**config.mk**
```make
export PLATFORM = sky130hd
export DESIGN_NAME = flappy_game_ctrl
export DESIGN_NICKNAME = d
export VERILOG_FILES = /design/src/rtl/flappy_pkg.sv /design/src/rtl/flappy_game_ctrl_btn_edge.sv /design/src/rtl/flappy_game_ctrl.sv
export SDC_FILE = /design/constraint.sdc
export NUM_CORES = 1
export LEC_CHECK = 0
export CORE_ASPECT_RATIO = 1.5
export CORE_MARGIN = 1
export CORE_UTILIZATION = 50
export CTS_BUF_LIST = sky130_fd_sc_hd__clkbuf_4 sky130_fd_sc_hd__clkbuf_8 sky130_fd_sc_hd__clkbuf_16
export CTS_CLUSTER_SIZE = 8
export DETAILED_ROUTE_END_ITERATION = 8
export PLACE_DENSITY_LB_ADDON = 0.12
export SYNTH_ARGS = -nofsm -noshare
export SYNTH_HDL_FRONTEND = slang
export SYNTH_SLANG_ARGS = --single-unit
```
**constraint.sdc**
```tcl
create_clock -name clk -period 2.9 [get_ports clk]
set_input_delay 0.29 -clock clk [delete_from_list [all_inputs] [get_ports clk]]
set_output_delay 0.29 -clock clk [all_outputs]
set_load 0.01 [all_outputs]
```
**src/rtl/flappy_pkg.sv**
```systemverilog
// Shared state encoding, parameter defaults and button indices for the flappy game controller.
package flappy_pkg;

  typedef enum logic [2:0] {
    ST_IDLE      = 3'd0,
    ST_COUNTDOWN = 3'd1,
    ST_PLAY      = 3'd2,
    ST_PAUSED    = 3'd3,
    ST_GAMEOVER  = 3'd4
  } state_t;

  localparam int COUNT_FRAMES_DEF = 60;
  localparam int DEAD_FRAMES_DEF  = 2;
  localparam int HOLD_FRAMES_DEF  = 120;

  // Width of the frame and dead counters; parameters must stay below 2**CNT_W.
  localparam int CNT_W = 16;

  localparam logic [1:0] COUNT_START = 2'd3;

  localparam int BTN_START = 0;
  localparam int BTN_PAUSE = 1;
  localparam int BTN_FLAP  = 2;
  localparam int NUM_BTNS  = 3;

endpackage

```
**src/rtl/flappy_game_ctrl_btn_edge.sv**
```systemverilog
// Rising-edge detector: registers the previous button level every cycle.
module btn_edge (
  input  logic clk,
  input  logic reset,
  input  logic btn,
  output logic rise
);

  logic prev_reg;

  always_ff @(posedge clk or posedge reset) begin
    if (reset) prev_reg <= 1'b0;
    else       prev_reg <= btn;
  end

  assign rise = btn & ~prev_reg;

endmodule

```
**src/rtl/flappy_game_ctrl.sv**
```systemverilog
// Game flow controller: idle, 3-2-1 countdown, play/pause, crash confirmation,
// game-over hold and high-score tracking. All outputs are registered.
module flappy_game_ctrl
  import flappy_pkg::*;
#(
  parameter int COUNT_FRAMES = COUNT_FRAMES_DEF,
  parameter int DEAD_FRAMES  = DEAD_FRAMES_DEF,
  parameter int HOLD_FRAMES  = HOLD_FRAMES_DEF
) (
  input  logic        clk,
  input  logic        reset,
  input  logic        frame_tick,
  input  logic        btn_start,
  input  logic        btn_pause,
  input  logic        btn_flap,
  input  logic        dead,
  input  logic [31:0] score,
  output logic        enable,
  output logic        pause,
  output logic        clear,
  output logic        flap,
  output logic [2:0]  state,
  output logic [1:0]  countdown,
  output logic [31:0] high_score,
  output logic        new_record
);

  localparam logic [CNT_W-1:0] ONE        = CNT_W'(1);
  localparam logic [CNT_W-1:0] COUNT_LAST = CNT_W'(COUNT_FRAMES - 1);
  localparam logic [CNT_W-1:0] DEAD_LAST  = CNT_W'(DEAD_FRAMES - 1);
  localparam logic [CNT_W-1:0] HOLD_LIM   = CNT_W'(HOLD_FRAMES);

  logic [NUM_BTNS-1:0] btn_vec;
  logic [NUM_BTNS-1:0] rise_vec;
  logic                start_e, pause_e, flap_e;

  assign btn_vec = {btn_flap, btn_pause, btn_start};

  generate
    for (genvar gi = 0; gi < NUM_BTNS; gi++) begin : g_btn
      btn_edge u_edge (
        .clk   (clk),
        .reset (reset),
        .btn   (btn_vec[gi]),
        .rise  (rise_vec[gi])
      );
    end
  endgenerate

  assign start_e = rise_vec[BTN_START];
  assign pause_e = rise_vec[BTN_PAUSE];
  assign flap_e  = rise_vec[BTN_FLAP];

  state_t           state_reg;
  logic [CNT_W-1:0] frame_cnt_reg;
  logic [CNT_W-1:0] dead_cnt_reg;
  logic             enable_reg, pause_reg, clear_reg, flap_reg, new_record_reg;
  logic [1:0]       countdown_reg;
  logic [31:0]      high_score_reg;

  always_ff @(posedge clk or posedge reset) begin
    if (reset) begin
      state_reg      <= ST_IDLE;
      frame_cnt_reg  <= '0;
      dead_cnt_reg   <= '0;
      enable_reg     <= 1'b0;
      pause_reg      <= 1'b0;
      clear_reg      <= 1'b0;
      flap_reg       <= 1'b0;
      countdown_reg  <= 2'd0;
      high_score_reg <= 32'd0;
      new_record_reg <= 1'b0;
    end else begin
      clear_reg <= 1'b0;
      flap_reg  <= 1'b0;
      unique case (state_reg)
        ST_IDLE: begin
          if (start_e) begin
            state_reg      <= ST_COUNTDOWN;
            clear_reg      <= 1'b1;
            new_record_reg <= 1'b0;
            countdown_reg  <= COUNT_START;
            frame_cnt_reg  <= '0;
          end
        end

        ST_COUNTDOWN: begin
          if (frame_tick) begin
            if (frame_cnt_reg >= COUNT_LAST) begin
              frame_cnt_reg <= '0;
              if (countdown_reg == 2'd1) begin
                state_reg     <= ST_PLAY;
                countdown_reg <= 2'd0;
                enable_reg    <= 1'b1;
                dead_cnt_reg  <= '0;
              end else begin
                countdown_reg <= countdown_reg - 2'd1;
              end
            end else begin
              frame_cnt_reg <= frame_cnt_reg + ONE;
            end
          end
        end

        ST_PLAY: begin
          // Crash confirmation takes priority over a simultaneous pause edge.
          if (frame_tick && dead && dead_cnt_reg >= DEAD_LAST) begin
            state_reg     <= ST_GAMEOVER;
            enable_reg    <= 1'b0;
            frame_cnt_reg <= '0;
            dead_cnt_reg  <= '0;
            if (score > high_score_reg) begin
              high_score_reg <= score;
              new_record_reg <= 1'b1;
            end
          end else begin
            if (frame_tick) dead_cnt_reg <= dead ? dead_cnt_reg + ONE : '0;
            if (pause_e) begin
              state_reg     <= ST_PAUSED;
              pause_reg     <= 1'b1;
              frame_cnt_reg <= '0;
            end else begin
              flap_reg <= flap_e;
            end
          end
        end

        ST_PAUSED: begin
          // The dead run survives a pause so a resumed game continues it.
          if (start_e || pause_e) begin
            state_reg     <= ST_PLAY;
            pause_reg     <= 1'b0;
            frame_cnt_reg <= '0;
          end
        end

        ST_GAMEOVER: begin
          if (start_e && frame_cnt_reg >= HOLD_LIM) begin
            state_reg      <= ST_COUNTDOWN;
            clear_reg      <= 1'b1;
            new_record_reg <= 1'b0;
            countdown_reg  <= COUNT_START;
            frame_cnt_reg  <= '0;
          end else if (frame_tick && frame_cnt_reg < HOLD_LIM) begin
            frame_cnt_reg <= frame_cnt_reg + ONE;
          end
        end

        default: begin
          state_reg <= ST_IDLE;
        end
      endcase
    end
  end

  assign state      = state_reg;
  assign enable     = enable_reg;
  assign pause      = pause_reg;
  assign clear      = clear_reg;
  assign flap       = flap_reg;
  assign countdown  = countdown_reg;
  assign high_score = high_score_reg;
  assign new_record = new_record_reg;

endmodule

```
# Word level (Yosys, flattened, before mapping)
# Index checks and enable logic that the tools add are counted.
classes:
  muxes: 51
  bitwise_logic: 6
  reduce_logical: 19
  eq_ne: 18
  magnitude_cmp: 5
  addsub: 3
ops:
  columns: ["operator", "count"]
  rows:
  - ["16-bit 2-to-1 mux", 14]
  - ["16-bit case mux with 5 select lines", 1]
  - ["16-bit by 1-bit adder with 16-bit output, second input constant", 2]
  - ["32-bit greater-than comparator", 1]
  - ["16-bit case mux with 2 select lines", 1]
  - ["3-bit 2-to-1 mux", 8]
  - ["2-bit inequality test, second input constant", 10]
  - ["5-bit AND reduction", 4]
  - ["16-bit by 1-bit greater-or-equal comparator with 1-bit output, second input constant", 1]
  - ["16-bit by 6-bit greater-or-equal comparator with 1-bit output, second input constant", 1]
  - ["16-bit by 7-bit greater-or-equal comparator with 1-bit output, second input constant", 1]
  - ["16-bit by 7-bit < comparator with 1-bit output, second input constant", 1]
  - ["1-bit 2-to-1 mux", 16]
  - ["3-bit case mux with 5 select lines", 1]
  - ["2-bit 2-to-1 mux", 5]
  - ["3-bit inequality test, second input constant", 3]
  - ["7-bit AND reduction", 1]
  - ["3-bit by 2-bit == test with 1-bit output, second input constant", 2]
  - ["1-bit case mux with 2 select lines", 3]
  - ["2-bit case mux with 3 select lines", 1]
  - ["6-bit AND reduction", 1]
  - ["3-bit nonzero test", 2]
  - ["5-bit nonzero test", 1]
  - ["1-bit logical AND", 4]
  - ["other kinds (12)", 17]
word_totals:
  reg_bits: 77
  wordCells: 115
  in_bits: 39
  output_inout_bits: 42

# Logic depth before layout (Yosys ltp)
logic_depth:
  word_depth: 5
  mapped_depth: 9
  depth_no_buf: 8

# Cells and area by module
# From an unflattened synthesis, not the netlist that was laid out.
hier_totals:
  cells_unflattened: 421
  area_unflattened_um2: 4284.1
by_module_without_submodules:
  columns: ["module", "n_inst", "seq_area_each_um2", "area_each_um2", "cells_per_inst"]
  rows:
  - ["flappy_game_ctrl", 1, 1851.8, 4156.5, 412]
  - ["btn_edge", 3, 25.0, 42.5, 3]

# Least setup slack after synthesis
# Ideal clock, no wire load.
synth_path:
  path_type: "reg-to-reg"
  startpoint: "reg high_score_reg[18], in the netlist high_score[18]"
  endpoint: "reg high_score_reg[10], in the netlist high_score[10]"
  path_stages_with_launch: 10
  n_path_buf: 1
  setup_time_ns: 0.125
  required_time_ns: 2.775
  period_less_slack_ns: 2.419
  arrival_time_ns: 2.294
  setup_slack_ns: 0.481
  cell_sequence: "dfrtp_1 inv_1 ha_1 a41oi_1 o21ai_0 a22oi_1 nand3b_1 o311ai_4 buf_6 mux2_4"
synth_between:
  elab_chain_cells: 2
synth_rtl:
  columns: ["element", "line_no", "source"]
  rows:
  - ["start: declaration", "flappy_game_ctrl.sv:59", "logic [31:0] high_score_reg;"]
  - ["start signal: assignment", "flappy_game_ctrl.sv:113", "high_score_reg <= score;"]
  - ["32-bit greater-than comparator", "flappy_game_ctrl.sv:112", "if (score > high_score_reg) begin"]
  - ["3-bit AND reduction (no line)", null, null]
# Every way passes these cells.
# A chain may end at the register's enable or synchronous reset.

# Worst setup path in the final report
layout_path:
  startpoint: "in score[18]"
  endpoint: "reg high_score_reg[23], in the netlist high_score[23]"
layout_between:
  elab_chain_cells: 2
layout_rtl:
  columns: ["element", "line_no", "source"]
  rows:
  - ["start: declaration", "flappy_game_ctrl.sv:17", "input logic [31:0] score,"]
  - ["32-bit greater-than comparator", "flappy_game_ctrl.sv:112", null]
  - ["3-bit AND reduction (no line)", null, null]
# Every way passes these cells.

==> results.md <==
### Clock network
- 0 — cts hold-fix bufs
- 0 — number of buffers added for setup after CTS
- done — TritonCTS clock tree
- clkbuf_16 — clock root buffer
- 0.06 ns — Worst-path clk slew
- 9 — number of CTS-inserted buffers
- 3 — CTS H-Tree Depth
- 77 — clk sinks
- 2 — number of buffers between clock root and the deepest sink
- 0 — number of instances resized during post-cts repair
- 0.33 ns — Skew-Pair Late Insertion Delay

### Routing
- 3406 — total number of vias
- 15.36 um — post-detailed-route wirelength per cell
- 9434 um — total length of routed wires
- 0 — antenna viol nets, final
- 165 — first-iteration detailed-routing DRC count
- met4 — highest signal layer in the routed design
- 385 um — met3 routed wirelength
- 5.547 — number of vias per cell after detailed routing
- 4 — first drt pass iteration count
- 5027 um — met2 WL
- 3807 um — routed length on met1
- 0 — remaining design rule violation count

### Cells and area
- 0.1617 — fraction of layout cells with a size suffix above 1
- 2290 sq um — combined area of the multi-input logic cells
- 724 — final-layout fill cell count
- 579 — layout net count
- 1927 sq um — Seq. cell area
- 27.49% — synth-to-layout area growth
- 32 — max reg flops
- 0 — antenna diode count

### GRT
- 0 — overall overflow remaining after global route
- 0.2271 — all-layer global routing usage
- 3548 — number of global-route vias before repair
- 0 — antenna violations before repair
- 16540 um — first-pass GRT wire length
- 56 — maximum number of pins on one net before global-route repair

### Timing
- 0.004919 ns — largest clock skew in the final design
- 0.8871 — portion of the clock cycle consumed by the worst path in the final layout
- 0 — total count of max-transition violations in the final report
- 388.7 MHz — highest achievable clock rate
- 0.5257 ns — Tightest Pin Transition
- 0 — hold violation total from the final report
- 0.3273 ns — crit path setup slack, layout
- no — RSZ-0062 raised after global routing
- 2.573 ns — post-route minimum period
- 0.6480 — Slew Limit Headroom
- 0 — setup violation total in the final timing report

### Floorplanning
- 117.8 um — Die Span Y
- 8516 sq um — Placeable Area
- 81 — number of I/O pins
- 41 — row cnt
- 9328 sq um — area of the die
- 0.5248 — starting utilization of the core area
- 79.20 um — Die Width

### Worst hold path
- in -> async — path type of the worst min-delay path

### Critical path
- 0.34 ns — worst reg2reg setup slack
- flip-flop — crit path capture type
- in -> reg — CP Class
- 3.12 ns — Data required, critical path
- primary input — Worst Setup Start Kind
- 8 — maximum fanout along the worst path
- 2.79 ns — arrival time of data at the critical path endpoint

### Power and ir drop
- 500.5 uV — worst supply voltage drop on vdd
- 0.004933 W — overall power of the completed layout
- 0.225 — clock power share
- 0.329 — portion of total power attributed to sequential cells
- 0.446 — share of power burned in combinational logic
- 0.001727 W — P_sw
- 0.003206 W — internal power of the cells
- 2.650 nW — leakage power summed over all cells
- 865.7 nW/um^2 — total power density per cell area
- 0.3501 — switching share of power

### Synth
- 415 — synthesized instance count
- 0 — Yosys warning count
- dfrtp_1 — most frequent cell after synthesis
- dfrtp_1 — dominant cell type by area after synthesis
- 77 — number of synthesized register bits
- 0.4311 — proportion of synthesized chip area in sequential cells
- 10.77 sq um — synthesized area per cell
- 4469 sq um — post-synthesis cell area
- 0 — number of enable flip-flop cells after synthesis
- 492 — Syn Nets
- dfrtp_1 43%, ha_1 11%, mux2_4 9.7% — leading cell types by total area after synthesis
- 1.000 — Async SR Flop Fraction
- 59 — count of unique library cells instantiated by Yosys
- 77 x dfrtp_1, 44 x inv_1, 38 x ha_1 — Post-synth top cells
- dfrtp_1 — leading register cell type out of synthesis
- 0.4311 — portion of synthesized cell area occupied by the leading cell type

### Job
- 0 — # Max-Cap Violations

### Placement
- 0.7951 — final weighted congestion in routability-driven placement
- 80 — number of port buffers
- 7108 um — Detail Placement HPWL
- -0.006201 ns — setup slack at placement

### Status
- complete, no violations — outcome

power by group through the flow:
stage	clock [W]	combinational (W)	sequential [W]
4_1_cts	0.00114	0.00222	0.00162
5_1_grt	0.00118	0.00244	0.00167
3_5_place_dp	0	0.00221	0.00163
2_1_floorplan	0	0.00131	0.00167
6_report	0.00111	0.00220	0.00162
3_3_place_gp	0	0.00216	0.00163
cell type report:
cell class                      instances  share of cell area
Multi-Input combinational cell        282              0.4018
Sequential cell                        77              0.3382
Timing Repair Buffer                   88              0.1555
Clock buffer                           10             0.04084
Inverter                               44             0.02899
Tap cell                              107             0.02350
Clock inverter                          6             0.01120
routing by layer:
metal | up-vias | track usage
li1 | 1651 | -
met1 | 1657 | 0.2599
met2 | 79 | 0.4009
met3 | 19 | 0.04806
met4 | 0 | 0.09318
met5 | - | 0
worst max-delay path, stage by stage:
cell and delay, ns:
clkdlybuf4s50_1 0.44, ha_1 0.34, a41oi_1 0.21, o21ai_0 0.11, a22oi_1 0.24, nand3b_1 0.15, o311ai_4 0.39, buf_4 0.26
mux2_2 0.35
metrics by stage:
stage	util	hold slack [ns]	TNS (ns)	cell area (sq um)	cells
2_1_floorplan	-	0.3214	0	4469	415
3_3_place_gp	0.6343	0.4829	0	5401	598
3_5_place_dp	0.6343	0.4968	-0.006201	5401	598
4_1_cts	0.6691	0.3256	0	5698	614
5_1_grt	0.6691	0.3690	0	5698	614
6_report	0.6691	0.3132	0	5698	614
placed cells by master (no fill, tap or decap), drive strengths merged, types with 8 or more instances in the layout:
master / synthesis / final
nand2: 21 / 21
nor2: 40 / 40
a31oi: 11 / 11
clkbuf: 3 / 10
clkdlybuf4s50: 0 / 80
nand3: 10 / 10
ha: 38 / 38
dfrtp: 77 / 77
nand4: 8 / 8
and3: 10 / 10
buf: 9 / 8
a21oi: 26 / 26
inv: 44 / 44
o21ai: 18 / 18
mux2: 33 / 33
cell families (layout without fill, tap and decap cells):
group           after synthesis  after routing  share of synthesized area
compound gates               86             86                     0.1487
mux                          34             34                     0.1097
simple gates                124            124                     0.1475
buf+inv                      56            148                    0.05655
flops                        77             77                     0.4311
fa+ha+maj                    38             38                     0.1064
path summary, 6_finish.rpt:
check	startpoint	to	depth (start not counted)
setup / recovery	score[18]	high_score[23]$_DFFE_PP0P_	9
max in group asynchronous	reset	dead_cnt_reg[8]$_DFFE_PP0P_	3
min in group clk	btn_flap	g_btn[2].u_edge.prev_reg$_DFF_PP0_	1
setup reg to reg	high_score[31]$_DFFE_PP0P_	high_score[23]$_DFFE_PP0P_	9
hold / removal	reset	high_score[8]$_DFFE_PP0P_	2
hold reg to reg	dead_cnt_reg[15]$_DFFE_PP0P_	dead_cnt_reg[15]$_DFFE_PP0P_	2
(Power assumes the default switching activity.)
